`src/rtl/trace_drain_pkg.sv`:
```
// Shared types and constants for the trace drain: record layout, marker tag, serializer states.
package trace_drain_pkg;

   typedef struct packed {
      logic [31:0] addr;
      logic [31:0] instr;
      logic [7:0]  event_code;
   } trace_output;

   localparam int unsigned TRACE_W          = $bits(trace_output);
   localparam logic [15:0] TRACE_MARKER_TAG = 16'hDEAD;

   typedef enum logic {
      IDLE,
      SEND
   } trace_drain_state;

   // Words per frame for a given stream width (last word zero-padded).
   function automatic int unsigned trace_nwords(input int unsigned out_width);
      return (TRACE_W + out_width - 1) / out_width;
   endfunction

endpackage

```
`src/rtl/trace_drain_if.sv`:
```
// Trace capture strobe plus valid/ready stream toward the debug host link.
interface trace_drain_if
   import trace_drain_pkg::*;
#(
   parameter int unsigned OUT_WIDTH = 32
);
   logic                 trace_data_ready;
   trace_output          trace_data_i;
   logic                 tx_valid;
   logic [OUT_WIDTH-1:0] tx_data;
   logic                 tx_last;
   logic                 tx_ready;

   modport master (
      input  trace_data_ready, trace_data_i, tx_ready,
      output tx_valid, tx_data, tx_last
   );

   modport slave (
      output trace_data_ready, trace_data_i, tx_ready,
      input  tx_valid, tx_data, tx_last
   );
endinterface

```
`src/rtl/trace_fifo.sv`:
```
// Generic synchronous FIFO; a push while full is still accepted when a pop happens in the same cycle.
module trace_fifo #(
   parameter int unsigned DEPTH = 16,
   parameter type         T     = logic [7:0]
) (
   input  logic                       clk,
   input  logic                       rst,
   input  logic                       flush,
   input  logic                       push,
   input  logic                       pop,
   input  T                           wdata,
   output T                           head,
   output logic [$clog2(DEPTH+1)-1:0] level,
   output logic                       full,
   output logic                       empty
);
   localparam int unsigned AW = $clog2(DEPTH);
   localparam int unsigned LW = $clog2(DEPTH + 1);

   T              mem [DEPTH];
   logic [AW-1:0] wr_ptr, rd_ptr;
   logic          push_ok, pop_ok;

   assign full    = (level == LW'(DEPTH));
   assign empty   = (level == '0);
   assign pop_ok  = pop && !empty;
   assign push_ok = push && !flush && (!full || pop_ok);
   assign head    = mem[rd_ptr];

   always_ff @(posedge clk or posedge rst) begin
      if (rst) begin
         wr_ptr <= '0;
         rd_ptr <= '0;
         level  <= '0;
      end else if (flush) begin
         wr_ptr <= '0;
         rd_ptr <= '0;
         level  <= '0;
      end else begin
         if (push_ok) wr_ptr <= wr_ptr + AW'(1);
         if (pop_ok)  rd_ptr <= rd_ptr + AW'(1);
         level <= level + LW'(push_ok) - LW'(pop_ok);
      end
   end

   always_ff @(posedge clk) begin
      if (push_ok) mem[wr_ptr] <= wdata;
   end
endmodule

```
`src/rtl/trace_drain.sv`:
```
// Queues trace records and serialises each into NWORDS stream words, LSB word first.
// Optional TRACE_DRAIN_OVERFLOW_MARK_EN: emit a 0xDEAD marker frame after dropped records.
module trace_drain
   import trace_drain_pkg::*;
#(
   parameter int unsigned DEPTH     = 16,
   parameter int unsigned OUT_WIDTH = 32
) (
   input  logic                       clk,
   input  logic                       rst,
   trace_drain_if.master              bus,
   input  logic                       flush,
   output logic [$clog2(DEPTH+1)-1:0] fifo_level,
   output logic [15:0]                overflow_count
);
   localparam int unsigned   NWORDS   = trace_nwords(OUT_WIDTH);
   localparam int unsigned   FRAME_W  = NWORDS * OUT_WIDTH;
   localparam int unsigned   IW       = (NWORDS > 1) ? $clog2(NWORDS) : 1;
   localparam logic [IW-1:0] LAST_IDX = IW'(NWORDS - 1);

   trace_drain_state   state, state_n;
   logic [IW-1:0]      word_idx, word_idx_n;
   logic [FRAME_W-1:0] frame, frame_n;
   trace_output        head;
   logic               full, empty, pop, accept, last_acc, drop;

   trace_fifo #(
      .DEPTH (DEPTH),
      .T     (trace_output)
   ) u_fifo (
      .clk   (clk),
      .rst   (rst),
      .flush (flush),
      .push  (bus.trace_data_ready),
      .pop   (pop),
      .wdata (bus.trace_data_i),
      .head  (head),
      .level (fifo_level),
      .full  (full),
      .empty (empty)
   );

   assign accept   = (state == SEND) && bus.tx_ready;
   assign last_acc = accept && (word_idx == LAST_IDX);
   assign drop     = bus.trace_data_ready && !flush && full && !pop;

`ifdef TRACE_DRAIN_OVERFLOW_MARK_EN
   logic [15:0]          since_mark;
   logic                 is_marker, is_marker_n, mark_pending;
   logic [OUT_WIDTH-1:0] marker_word;

   // The marker being retired must not re-trigger itself from its own stale count.
   assign mark_pending = (since_mark != '0) && !(last_acc && is_marker);

   always_comb begin
      marker_word                    = '0;
      marker_word[15:0]              = since_mark;
      marker_word[OUT_WIDTH-1 -: 16] = TRACE_MARKER_TAG;
   end

   always_ff @(posedge clk or posedge rst) begin
      if (rst) begin
         since_mark <= '0;
         is_marker  <= 1'b0;
      end else begin
         is_marker <= is_marker_n;
         if (last_acc && is_marker)
            since_mark <= {15'd0, drop};
         else if (drop && since_mark != '1)
            since_mark <= since_mark + 16'd1;
      end
   end
`endif

   always_comb begin
      state_n    = state;
      word_idx_n = word_idx;
      frame_n    = frame;
      pop        = 1'b0;
`ifdef TRACE_DRAIN_OVERFLOW_MARK_EN
      is_marker_n = is_marker;
`endif
      if (accept) begin
         frame_n    = frame >> OUT_WIDTH;
         word_idx_n = word_idx + 1'b1;
      end
      // Frame boundary: pick the next frame in the same cycle so frames run back-to-back.
      if ((state == IDLE) || last_acc) begin
         state_n    = IDLE;
         word_idx_n = '0;
`ifdef TRACE_DRAIN_OVERFLOW_MARK_EN
         if (mark_pending) begin
            state_n                  = SEND;
            frame_n                  = '0;
            frame_n[OUT_WIDTH-1:0]   = marker_word;
            word_idx_n               = LAST_IDX;
            is_marker_n              = 1'b1;
         end else
`endif
         if (!empty) begin
            state_n                = SEND;
            pop                    = 1'b1;
            frame_n                = '0;
            frame_n[TRACE_W-1:0]   = head;
`ifdef TRACE_DRAIN_OVERFLOW_MARK_EN
            is_marker_n            = 1'b0;
`endif
         end
      end
   end

   always_ff @(posedge clk or posedge rst) begin
      if (rst) begin
         state          <= IDLE;
         word_idx       <= '0;
         frame          <= '0;
         overflow_count <= '0;
      end else begin
         state    <= state_n;
         word_idx <= word_idx_n;
         frame    <= frame_n;
         if (drop && overflow_count != '1)
            overflow_count <= overflow_count + 16'd1;
      end
   end

   assign bus.tx_valid = (state == SEND);
   assign bus.tx_data  = frame[OUT_WIDTH-1:0];
   assign bus.tx_last  = (state == SEND) && (word_idx == LAST_IDX);
endmodule

```
`src/flat_wrapper.sv`:
```
// flat-port wrapper written by rule: the top's interface ports become plain ports
module trace_drain_flat import trace_drain_pkg::*;
#(
   parameter int unsigned DEPTH     = 16,
   parameter int unsigned OUT_WIDTH = 32
)
  (clk, rst, flush, fifo_level, overflow_count, bus_trace_data_ready, bus_trace_data_i, bus_tx_ready, bus_tx_valid, bus_tx_data, bus_tx_last);
  trace_drain_if #(.OUT_WIDTH(OUT_WIDTH)) bus_i ();
  input  logic clk;
  input  logic rst;
  input  logic flush;
  output logic [$clog2(DEPTH+1)-1:0] fifo_level;
  output logic [15:0] overflow_count;
  input wire logic [$bits(bus_i.trace_data_ready)-1:0] bus_trace_data_ready;
  input wire logic [$bits(bus_i.trace_data_i)-1:0] bus_trace_data_i;
  input wire logic [$bits(bus_i.tx_ready)-1:0] bus_tx_ready;
  output wire logic [$bits(bus_i.tx_valid)-1:0] bus_tx_valid;
  output wire logic [$bits(bus_i.tx_data)-1:0] bus_tx_data;
  output wire logic [$bits(bus_i.tx_last)-1:0] bus_tx_last;
  assign bus_i.trace_data_ready = bus_trace_data_ready;
  assign bus_i.trace_data_i = bus_trace_data_i;
  assign bus_i.tx_ready = bus_tx_ready;
  assign bus_tx_valid = bus_i.tx_valid;
  assign bus_tx_data = bus_i.tx_data;
  assign bus_tx_last = bus_i.tx_last;
  trace_drain #(.DEPTH(DEPTH), .OUT_WIDTH(OUT_WIDTH)) u_core (.clk(clk), .rst(rst), .bus(bus_i), .flush(flush), .fifo_level(fifo_level), .overflow_count(overflow_count));
endmodule
```
`config.mk`:
```
export PLATFORM = sky130hd
export DESIGN_NAME = trace_drain_flat
export DESIGN_NICKNAME = d
export VERILOG_FILES = /design/src/rtl/trace_drain_pkg.sv /design/src/rtl/trace_drain_if.sv /design/src/rtl/trace_fifo.sv /design/src/rtl/trace_drain.sv /design/src/flat_wrapper.sv
export SDC_FILE = /design/constraint.sdc
export NUM_CORES = 1
export LEC_CHECK = 0
export ABC_AREA = 1
export BUFFER_PORTS_ARGS = -buffer_cell sky130_fd_sc_hd__buf_4
export CAP_MARGIN = 20
export CORE_MARGIN = 2
export CORE_UTILIZATION = 42
export CTS_BUF_LIST = sky130_fd_sc_hd__clkbuf_4 sky130_fd_sc_hd__clkbuf_8 sky130_fd_sc_hd__clkbuf_16
export DETAILED_ROUTE_END_ITERATION = 8
export SYNTH_ARGS = -nofsm -noshare
export SYNTH_HDL_FRONTEND = slang
export SYNTH_SLANG_ARGS = --single-unit
```
`constraint.sdc`:
```
create_clock -name clk -period 4.8 [get_ports clk]
set_input_delay 0.24 -clock clk [delete_from_list [all_inputs] [get_ports clk]]
set_output_delay 0.24 -clock clk [all_outputs]
set_load 0.01 [all_outputs]
```
# Word level (Yosys, flattened, before mapping)
# Memories as Yosys holds them, arrays and structs flattened.
# Index checks and enable logic that the tools add are counted.
[totals] register_bits=128 mem_bits_rw=1152 out_inout_bits=55 elab_cells=51 mem_count=1
[op_classes] addsub=6 n_eq_ne=3 n_mux=14 bitwise_logic=1 n_reduce_logical=19
[mem_list] memory="u_core.u_fifo.mem" depth=16 word_bits=72 read_ports=1 rd_clocked_by_memory_dff=0 write_ports=1 line="trace_fifo.sv:20" text="T mem [DEPTH];"
[op_table] operator="$mux 96" n=3
[op_table] operator="$add 16x1->16 const B" n=1
[op_table] operator="$mux 4" n=4
[op_table] operator="$ne 16x16->1 const B" n=1
[op_table] operator="$logic_and 1x1->1" n=9
[op_table] operator="$add 4x1->4 const B" n=2
[op_table] operator="$reduce_bool 2->1" n=3
[op_table] operator="$add 5x1->5" n=1
[op_table] operator="$eq 5x5->1 const B" n=1
[op_table] operator="$logic_not 5->1" n=1
[op_table] operator="$mux 5" n=1
[op_table] operator="$sub 5x1->5" n=1
[op_table] operator="$logic_not 1->1" n=4
[op_table] operator="$mux 1" n=4
[op_table] operator="$mux 2" n=2
[op_table] operator="$add 2x1->2 const B" n=1
[op_table] operator="$eq 2x2->1 const B" n=1
[op_table] operator="$logic_or 1x1->1" n=2
[op_table] operator="$not 1->1" n=1

# Depth between registers and ports, before layout
[depth] ltp_word=10 mapped_depth=17

# Modules after synthesis
# From an unflattened synthesis, not the netlist that was laid out.
[unflattened] hier_cells=5264 area_unflattened_um2=54041.8
[by_module_without_submodules] mod="trace_fifo" instances=1 cells_per_inst=4609 area_per_inst_um2=48684.2
[by_module_without_submodules] mod="trace_drain" instances=1 cells_per_inst=655 area_per_inst_um2=5357.6

# Least setup slack after synthesis
# OpenSTA, ideal clock, no wires.
[synth_path] path_type="reg-to-reg" startpoint="reg u_core.u_fifo.level[2]" endpoint="mem u_core.u_fifo.mem[11][0] (netlist name) (enable)" setup_time_ns=0.503 arrival_time_ns=4.161 required_time_ns=4.297 setup_slack_ns=0.137 path_stages_with_launch=8 path_buffers=0 synth_period_minus_slack_ns=4.663 path_cell_list="dfrtp_1 inv_1 ha_1 nand4_1 nor2_1 nor2_4 nand2_1 nor2_1"
[synth_via] elab_chain_cells=8
[synth_rtl] element="from (decl)" line="trace_fifo.sv:13" text="output logic [$clog2(DEPTH+1)-1:0] level,"
[synth_rtl] element="from (signal assigned)" line="trace_fifo.sv:42" text="level <= level + LW'(push_ok) - LW'(pop_ok);"
[synth_rtl] element="$logic_not 5->1" line="trace_fifo.sv:25" text="assign empty = (level == '0);"
[synth_rtl] element="$mux 1" line="trace_drain.sv:100" text="if (!empty) begin"
[synth_rtl] element="$mux 1" line="trace_drain.sv:88" text="if ((state == IDLE) || last_acc) begin"
[synth_rtl] element="$logic_and 1x1->1" line="trace_fifo.sv:26" text="assign pop_ok = pop && !empty;"
[synth_rtl] element="$logic_or 1x1->1 (*)" line="trace_fifo.sv:27" text="assign push_ok = push && !flush && (!full || pop_ok);"
[synth_rtl] element="$logic_and 1x1->1 (*)" line="trace_fifo.sv:27"
[synth_rtl] element="$mux 1 (*)" line="trace_fifo.sv:47" text="if (push_ok) mem[wr_ptr] <= wdata;"
[synth_rtl] element="$mux 1 (not written as such) (*)" line="trace_fifo.sv:47"
[synth_rtl] element="to (decl)" line="trace_fifo.sv:20"
# Mark *: on every way between the ends. The rest lies on a longest branch, timed or not.

# Final worst setup path
[layout_path] startpoint="reg u_core.u_fifo.rd_ptr[0]" endpoint="reg u_core.frame[41]"
[layout_via] elab_chain_cells=3
[layout_rtl] element="from (decl)" line="trace_fifo.sv:21" text="logic [AW-1:0] wr_ptr, rd_ptr;"
[layout_rtl] element="from (signal assigned)" line="trace_fifo.sv:41" text="if (pop_ok) rd_ptr <= rd_ptr + AW'(1);"
[layout_rtl] element="$mem_v2 16x72"
[layout_rtl] element="$mux 96" line="trace_drain.sv:100"
[layout_rtl] element="$mux 96" line="trace_drain.sv:88"
[layout_rtl] element="via u_core.frame_n[41]" line="trace_drain.sv:23" text="logic [FRAME_W-1:0] frame, frame_n;"
[layout_rtl] element="to (signal assigned)" line="trace_drain.sv:121" text="frame <= frame_n;"
[layout_rtl] element="to (decl)" line="trace_drain.sv:23"
# The timed path passes the listed nets, and every way through them passes these cells.
# A chain may end at the register's enable or synchronous reset.

==> reports/qor.csv <==
stage,metric,value,unit
cells_and_area,Inserted Diodes,0,
global_routing,grt ovf,0,
clocking,post-CTS sizing,0,
clocking,clk_lat worst skew,0.74,ns
critical_path,Slowest cell on crit path,dfrtp_4,
sta,Worst-Margin Slew,1.05,ns
critical_path,"CP delay by family, top",buffers and inverters,
sta,Post-Route Skew,0.0259,ns
critical_path,crit-path max cell delay,0.75,ns
yosys,Async SR Flop Fraction,10.0,%
power_and_ir_drop,switching part of the total,30.8,%
yosys,cells after synthesis,4588,
critical_path,R2R Path Start,u_core.u_fifo.rd_ptr[0],
global_routing,grt peak-use layer,met2,
critical_path,CP endpoint kind,flip-flop,
global_routing,largest net degree at the start of global routing,153,
run,Max Cap Viol,0,
yosys,synth top area cells,"edfxtp_1 (66%), nand2_1 (12%), nand3_1 (8.7%)",
global_routing,met2 Track Usage GR,35.5,%
yosys,Post-synth EDFFs,1152,
routing,drt first pass iters,6,
hold_path,hold crit path type,input pin to async pin,
global_routing,initial antenna violation count,13,
critical_path,FF-to-FF setup slack,1.79,ns
clocking,Clock transition at path regs,0.06,ns
die,Top Ports,132,
critical_path,kind of critical path,flip-flop to flip-flop,
routing,routed length per instance,22.4,µm
routing,Post-route DRC,0,
power_and_ir_drop,Clock Power Share,34.6,%
power_and_ir_drop,Logic pwr share,21.5,%
power_and_ir_drop,Leakage,22.6,nW
critical_path,"Data arrival, critical path",3.69,ns
critical_path,CP Depth,11,
yosys,mapped cell area,52700,µm²
yosys,dominant cell by count in the synthesized netlist,nand2_1,
run_status,outcome,finished clean,
yosys,yosys warns,0,
yosys,Yosys reg bits,1280,
die,Core Area,124000,µm²
cells_and_area,layout cell share with drive strength beyond 1,9.80,%
global_routing,routing usage on met3,4.15,%
yosys,largest area contributor in the netlist,edfxtp_1,
die,Initial Util,42.4,%
critical_path,crit-path most repeated cell,nand2_1,
sta,post-layout min period,3.01,ns
die,die height,358,µm
clocking,# H-tree levels,4,
die,DIE AREA,128000,µm²
sta,fmax,332,MHz
critical_path,crit path max fanout,110,
power_and_ir_drop,maximum VDD drop,385,µV
sta,Tcrit/Tclk final,62.7,%
global_routing,vias in the first global route,32511,
clocking,CTS sink cnt,1280,
yosys,"Net Count, Synth",4679,
clocking,CTS max path bufs,3,
global_routing,first-pass GRT wire length,213,mm
critical_path,Bufs and invs on worst path,4,
clocking,CTS Buf Count,133,
sta,Final Hold Viols,0,
yosys,Synth cell types,29,
sta,setup TNS after final layout,0,ns
routing,Post-Route WL,144,mm
power_and_ir_drop,switching power,9.22,mW
die,Cell Rows,129,
cells_and_area,final cell count without fillers,6445,
die,die span in x,358,µm
place,placed cell count,6125,
routing,antenna-violating nets left,0,
clocking,Root Buffer,clkbuf_16,
critical_path,Crit Reg-Reg Endpoint,u_core.frame[41],
global_routing,met1 GRT Util,31.4,%
clocking,CTS tree,yes,
yosys,Synth top cells by count,"nand2_1 (1,665), edfxtp_1 (1,152), nand3_1 (911)",
yosys,top_reg_cell synth,edfxtp_1,
routing,Vias,34652,
critical_path,crit path launch type,flip-flop,
place,DP HPWL,72.9,mm
routing,vias per cell,5.38,
global_routing,GRT Total Usage,22.4,%
sta,worst slew margin relative to its limit,30.0,%
power_and_ir_drop,PD cells,499,nW/µm²
routing,initial drt markers,4072,
power_and_ir_drop,Seq pwr share,43.9,%
critical_path,"Critical Path, Cell by Cell",inv_8 > buf_12 > buf_4 > nand2_1 > nand3_1 > nand3_1 > nand2_1 > nand2_1 > nand3_1 > nand2_1 > inv_1,
cells_and_area,Layout Nets,4790,
sta,Pins Over Slew Limit,0,
power_and_ir_drop,internal power,20.7,mW
critical_path,required time of the critical path,5.47,ns
place,Port Buffers,131,
place,GP Congestion,0.813,
yosys,Yosys top cell area share,65.7,%
yosys,mean post-synth cell area,11.5,µm²
critical_path,Worst Reg-to-Reg Cells,11,
sta,Finish-stage setup viols,0,
cells_and_area,synth-to-layout area growth,14.1,%
sta,RSZ-0062 raised after global routing,false,
yosys,sequential cell area fraction in the yosys report,71.7,%
[worst min-delay path, cell delays in order]
cell and delay (ns):
dlygate4sd3_1 0.54, buf_4 0.15, inv_6 0.48
[area by class of cell]
cell class                 count  area [µm²]
clock inverter                73         669
fill                       10852       64000
sequential                  1280       37800
timing repair buffer         282        2710
tap                         1637        2050
clock buffer                 171        3750
multi-input combinational   2852       12500
inverter                     150         596
[layout by cell type, fill, tap and decap left out, types with 5 or more instances in the layout]
master	netlist	routed
a21oi_1	36	36
buf_12	0	32
buf_4	54	174
bufinv_16	0	10
clkbuf_16	0	139
clkbuf_4	0	27
clkbuf_8	0	5
clkinv_1	0	20
clkinv_2	0	29
dfrtp_1	128	124
dlygate4sd3_1	0	76
edfxtp_1	1152	1152
ha_1	13	13
inv_1	142	141
inv_6	0	8
nand2_1	1665	1664
nand3_1	911	911
nand4_1	5	5
nor2_1	92	76
nor2_4	1	17
nor3_1	6	6
o211ai_1	32	32
o21ai_0	55	55
o21ai_1	7	7
xor2_1	10	10
[metal layers]
metal  wire [µm]  vias to the layer above
li1            -                    15998
met1       61100                    16976
met2       66900                     1437
met3       11800                      225
met4        4150                       16
met5          98                        -
[registers in the layout (all words and copies together) (netlist names)]
name	count
u_core.u_fifo.wr_ptr	4
u_core.overflow_count	16
u_core.u_fifo.rd_ptr	4
u_core.bus.tx_valid	1
u_core.u_fifo.mem	1152
u_core.u_fifo.level	5
u_core.frame	96
u_core.word_idx	2
[worst max path at each step]
| stage | from | endpoint | slack, ns |
|---|---|---|---|
| detailed placement | u_core.u_fifo.rd_ptr[0] | u_core.frame[71] | 1.91 |
| finish | u_core.u_fifo.rd_ptr[0] | u_core.frame[41] | 1.79 |
| floorplan | u_core.u_fifo.level[2] | u_core.u_fifo.mem[11][0] | 0.14 |
| global placement | u_core.bus.tx_valid | u_core.frame[32] | 1.91 |
| global route | u_core.u_fifo.rd_ptr[0] | u_core.frame[71] | 1.62 |
| CTS | u_core.u_fifo.rd_ptr[0] | u_core.frame[71] | 1.86 |
[logic make-up (layout without fill, tap and decap cells)]
logic type               Yosys count  count (layout)  synth area share (%)
adder cells (fa/ha/maj)           14              14                 0.347
flip-flops                      1280            1280                  71.7
XOR/XNOR                          14              14                 0.233
buffers and inverters            456             676                  4.76
AND/OR/NAND/NOR                 2688            2688                  21.4
AO/OA/AOI/OAI                    136             136                  1.48
[stage by stage]
stage               power [mW]  instance area, µm²  util [%]  hold slack, ns  worst slack [ns]
floorplan                 17.7               52700         -           0.305             0.137
global placement          19.6               54900      44.2           0.388              1.91
detailed placement        19.7               54900      44.2           0.389              1.91
CTS                       30.1               60100      48.4           0.171              1.86
global route              31.3               60100      48.4           0.208              1.62
finish                    30.0               60100      48.4           0.179              1.79
[power by group through the flow]
stage | clock network [mW] | registers [mW] | logic [mW]
floorplan | 0 | 13.1 | 4.60
global placement | 0 | 13.4 | 6.24
detailed placement | 0 | 13.4 | 6.34
CTS | 10.5 | 13.1 | 6.43
global route | 10.9 | 13.2 | 7.17
finish | 10.4 | 13.2 | 6.44
[repair_timing]
item                                   in CTS  in global routing
endpoints found under the hold margin    1225                  0
buffers inserted                            0                  0
hold buffers                               76                  0
Power figures use the tool's default switching activity.
